--- config.mk ---
export PLATFORM = sky130hd
export DESIGN_NAME = seq_array_mult
export DESIGN_NICKNAME = d
export VERILOG_FILES = /design/src/rtl/seq_array_mult.sv
export SDC_FILE = /design/constraint.sdc
export NUM_CORES = 1
export LEC_CHECK = 0
export ABC_AREA = 1
export CAP_MARGIN = 20
export CORE_UTILIZATION = 27
export CTS_CLUSTER_SIZE = 20
export DETAILED_ROUTE_END_ITERATION = 6
export PLACE_DENSITY = 0.44
export SYNTH_ARGS = -nofsm -noshare
export SYNTH_HDL_FRONTEND = slang
export SYNTH_SLANG_ARGS = --single-unit
--- constraint.sdc ---
create_clock -name clk -period 2.3 [get_ports clk]
set_clock_uncertainty 0.1 [all_clocks]
set_input_delay 0.345 -clock clk [delete_from_list [all_inputs] [get_ports clk]]
set_output_delay 0.345 -clock clk [all_outputs]
set_load 0.01 [all_outputs]
--- src/rtl/seq_array_mult.sv ---
// Radix-2 shift-add multiplier: one partial-product row per clock, IDLE/RUN/DONE handshake.
// Optional two's-complement mode is enabled by defining SIGNED_MULT_EN (adds input sgn).
module seq_array_mult #(
    parameter int WIDTH = 8,
    parameter int CNT_W = $clog2(WIDTH) + 1
) (
    input  logic               clk,
    input  logic               rst,
    input  logic               start,
    input  logic [WIDTH-1:0]   a,
    input  logic [WIDTH-1:0]   b,
`ifdef SIGNED_MULT_EN
    input  logic               sgn,
`endif
    output logic               busy,
    output logic               done,
    output logic [2*WIDTH-1:0] product
);

    typedef enum logic [1:0] {
        IDLE = 2'd0,
        RUN  = 2'd1,
        DONE = 2'd2
    } state_t;

    state_t               r_state;
    logic [2*WIDTH-1:0]   r_mcand;
    logic [2*WIDTH-1:0]   r_acc;
    logic [WIDTH-1:0]     r_mplier;
    logic [CNT_W-1:0]     r_cnt;

    logic                 w_last;
    logic                 w_sub;
    logic [2*WIDTH-1:0]   w_row;
    logic [2*WIDTH-1:0]   w_acc_next;
    logic [2*WIDTH-1:0]   w_mcand_init;

`ifdef SIGNED_MULT_EN
    logic                 r_sgn;

    // In signed mode the multiplier MSB carries weight -2^(WIDTH-1), so that row is subtracted.
    assign w_sub        = r_sgn && w_last;
    assign w_mcand_init = sgn ? {{WIDTH{a[WIDTH-1]}}, a} : {{WIDTH{1'b0}}, a};
`else
    assign w_sub        = 1'b0;
    assign w_mcand_init = {{WIDTH{1'b0}}, a};
`endif

    assign w_last     = (r_cnt == CNT_W'(WIDTH - 1));
    assign w_row      = r_mplier[0] ? r_mcand : '0;
    assign w_acc_next = w_sub ? (r_acc - w_row) : (r_acc + w_row);

    // NOTE: all state here uses non-blocking assignments so every register samples pre-edge values.
    always_ff @(posedge clk) begin
        if (rst) begin
            r_state  <= IDLE;
            r_mcand  <= '0;
            r_acc    <= '0;
            r_mplier <= '0;
            r_cnt    <= '0;
            busy     <= 1'b0;
            done     <= 1'b0;
            product  <= '0;
`ifdef SIGNED_MULT_EN
            r_sgn    <= 1'b0;
`endif
        end else begin
            case (r_state)
                IDLE, DONE: begin
                    done <= 1'b0;
                    if (start) begin
                        r_mcand  <= w_mcand_init;
                        r_mplier <= b;
                        r_acc    <= '0;
                        r_cnt    <= '0;
`ifdef SIGNED_MULT_EN
                        r_sgn    <= sgn;
`endif
                        busy     <= 1'b1;
                        r_state  <= RUN;
                    end else begin
                        r_state  <= IDLE;
                    end
                end

                RUN: begin
                    r_acc    <= w_acc_next;
                    r_mcand  <= r_mcand << 1;
                    r_mplier <= r_mplier >> 1;
                    r_cnt    <= r_cnt + CNT_W'(1);
                    if (w_last) begin
                        product <= w_acc_next;
                        busy    <= 1'b0;
                        done    <= 1'b1;
                        r_state <= DONE;
                    end
                end

                default: begin
                    busy    <= 1'b0;
                    done    <= 1'b0;
                    r_state <= IDLE;
                end
            endcase
        end
    end

endmodule

==> results.txt <==
Yosys cell types: 35
Mapped Area: 3390 um^2
port bufs: 36
Die X: 114 um
number of synthesized flops with an enable pin: 0
Net Sw Frac: 23.8%
synth warn: 0
Setup Buffers After CTS: 0
Post-Layout Cell Count: 713
final hold vios: 0
largest net degree at the start of global routing: 25
final worst slack: 0.235 ns
Critical R2R Launch: r_mplier[0]
total grt overflow: 0
Crit Path Class: reg2reg
Total GRT Usage: 15.0%
Die ar.: 13,000 um^2
core area: 12,100 um^2
Seq cells post-synth: 64
CTS Root Buffer Type: clkbuf_16
placed cells: 697
Async SR Flop Fraction: 0%
most frequent cells in the layout: 153 x nand2_1, 85 x inv_1, 63 x dfxtp_1
ant diodes: 0
fin crit share: 89.8%
RSZ-0062 raised after global routing: false
Initial Util: 28.0%
Final ANT Viol Nets: 0
Syn-to-layout area delta: 25.4%
hold_buf cts: 0
DR DRC count: 0
hold_ws: 0.360 ns
Critical Path RT: 2.43 ns
Psw: 672 uW
Final Critical Period: 2.07 ns
P_int: 2.15 mW
vias in the first global route: 3,014
maximum root-to-sink buffer count: 2
CTS sink count: 64
CP Launch Type: flop
post-detail-place hpwl: 6360 um
critical-path maximum fanout: 17
relative slew slack: 75.0%
first-pass GRT wire length: 14,900 um
vias per cell: 4.25
launch point of the worst hold path: r_acc[12]
Peak VDD IR: 318 uV
fill count: 1,335
Max Cap Viol: 0
via count: 3,032
final-stage net count: 576
layout cells sized above 1: 6.79%
clock power share: 51.4%
Hold Crit Class: reg2reg
syn nets: 536
synthesized area per cell: 6.77 um^2
GP Congestion: 0.832
setup slack at placement: -0.0588 ns
num rows: 40
sequential element share of the synthesized area: 37.8%
most common cell after layout, fill and taps aside: nand2_1
Clk Latency, worst-skew pair: 0.34 ns
Leak: 2.15 nW
element type at the critical path end: flop
CTS H-tree depth: 3
WL final: 8700 um
CTS buffer count: 9
Ports: 37
status: finished clean
total power: 2.82 mW
Worst Tran Pin Value: 0.375 ns
crit path DAT: 2.20 ns
WL/cell: 12.2 um
Mapped Cells: 500
initial antenna violation count: 0
power per standard cell area: 664 nW/um^2
DRT iter0 DRCs: 147
sequential fraction of design power: 41.3%
Worst setup startpoint: r_mplier[0]
Final Max Tran Viols: 0
Gate power share: 7.3%
first drt pass iteration count: 4
ys flop type: dfxtp_1
chip height: 114 um
CTS tree: yes
f_max: 484 MHz
# setup viols final: 0
CTS clk-pin slew, worst paths: 0.06 ns
[cells by family after synthesis]
kind of cell    Yosys count  share of synthesized area, %
xor+xnor                  8                          2.07
simple gates            235                          28.0
flops                    64                          37.8
fa+ha+maj                17                          6.50
buf+inv                 106                          13.0
compound gates           70                          12.5
[through the flow]
| step | setup TNS (ns) | utilization, % | area (um^2) |
|---|---|---|---|
| final | 0 | 35.1 | 4250 |
| after detailed placement | -0.0807 | 32.4 | 3920 |
| after CTS | 0 | 35.0 | 4240 |
| after global routing | 0 | 35.1 | 4250 |
| after global placement | -0.0786 | 32.4 | 3920 |
| after floorplan | 0 | - | 3390 |
[state kept, by name (all words and copies together), names as in the netlist]
register / count
r_mplier: 8
r_state: 2
product: 16
r_acc: 16
done: 1
r_mcand: 16
r_cnt: 4
busy: 1
[per-layer routing]
layer	GRT usage [%]	wire length, um	up-vias
li1	-	-	1636
met3	2.98	269	12
met4	7.79	190	0
met5	0	0	-
met2	22.3	3690	49
met1	20.5	4550	1335
[repair_timing]
| action | CTS | global route |
|---|---|---|
| gates cloned | 0 | 0 |
| setup endpoints to repair | 3 | 3 |
| gates resized for setup | 1 | 2 |
[synthesized netlist by cell type (2+ instances only)]
| master | number | area, um^2 |
|---|---|---|
| buf_4 | 3 | 22.5 |
| o22ai_1 | 9 | 56.3 |
| xnor2_1 | 2 | 17.5 |
| buf_6 | 2 | 22.5 |
| a21oi_1 | 14 | 70.1 |
| a32oi_1 | 4 | 35.0 |
| a22o_1 | 5 | 43.8 |
| nor2_1 | 53 | 199 |
| nand2_1 | 153 | 574 |
| ha_1 | 16 | 200 |
| nand3_1 | 20 | 100 |
| and2_1 | 2 | 12.5 |
| inv_2 | 4 | 15.0 |
| a32o_1 | 2 | 20.0 |
| buf_2 | 3 | 15.0 |
| o21ai_0 | 28 | 140 |
| dfxtp_1 | 64 | 1280 |
| a221oi_1 | 3 | 26.3 |
| clkbuf_1 | 7 | 26.3 |
| inv_1 | 85 | 319 |
| xor2_1 | 6 | 52.6 |
| o21ai_1 | 2 | 10.0 |
[critical path, cell delays in order, from the launching register on]
cell	delay (ns)
dfxtp_4	0.40
nand2_1	0.08
inv_1	0.04
ha_1	0.20
fa_2	0.37
nand3_1	0.08
nand2_1	0.09
nand2_1	0.07
nand2_1	0.10
nand2_1	0.11
nand2_1	0.06
nand2_1	0.07
nand3_1	0.09
nand2_1	0.07
inv_1	0.03
[power groups by stage]
stage	clock network [mW]	registers, mW	logic, mW
after CTS	1.48	1.16	0.208
final	1.45	1.16	0.205
after global routing	1.53	1.17	0.231
after detailed placement	0	1.19	0.208
after global placement	0	1.19	0.207
after floorplan	0	1.18	0.132
[cell type report]
| cell class | count | area, um^2 | area share, % |
|---|---|---|---|
| clock buffer | 12 | 267 | 6.27 |
| clock inverter | 4 | 51.3 | 1.21 |
| inverter | 90 | 340 | 8.01 |
| multi-input combinational | 330 | 1670 | 39.2 |
| sequential | 64 | 1280 | 30.3 |
| tap | 168 | 210 | 4.95 |
| timing repair buffer | 45 | 428 | 10.1 |
[worst paths after layout]
kind | cells past startpoint | slack [ns] | to
worst max register to register | 14 | 0.23 | product[12]
worst min-delay path | 2 | 0.36 | r_acc[12]
worst max-delay path | 14 | 0.23 | product[12]
worst min register to register | 2 | 0.36 | r_acc[12]
Note: power is estimated with default switching activity, not from simulation.
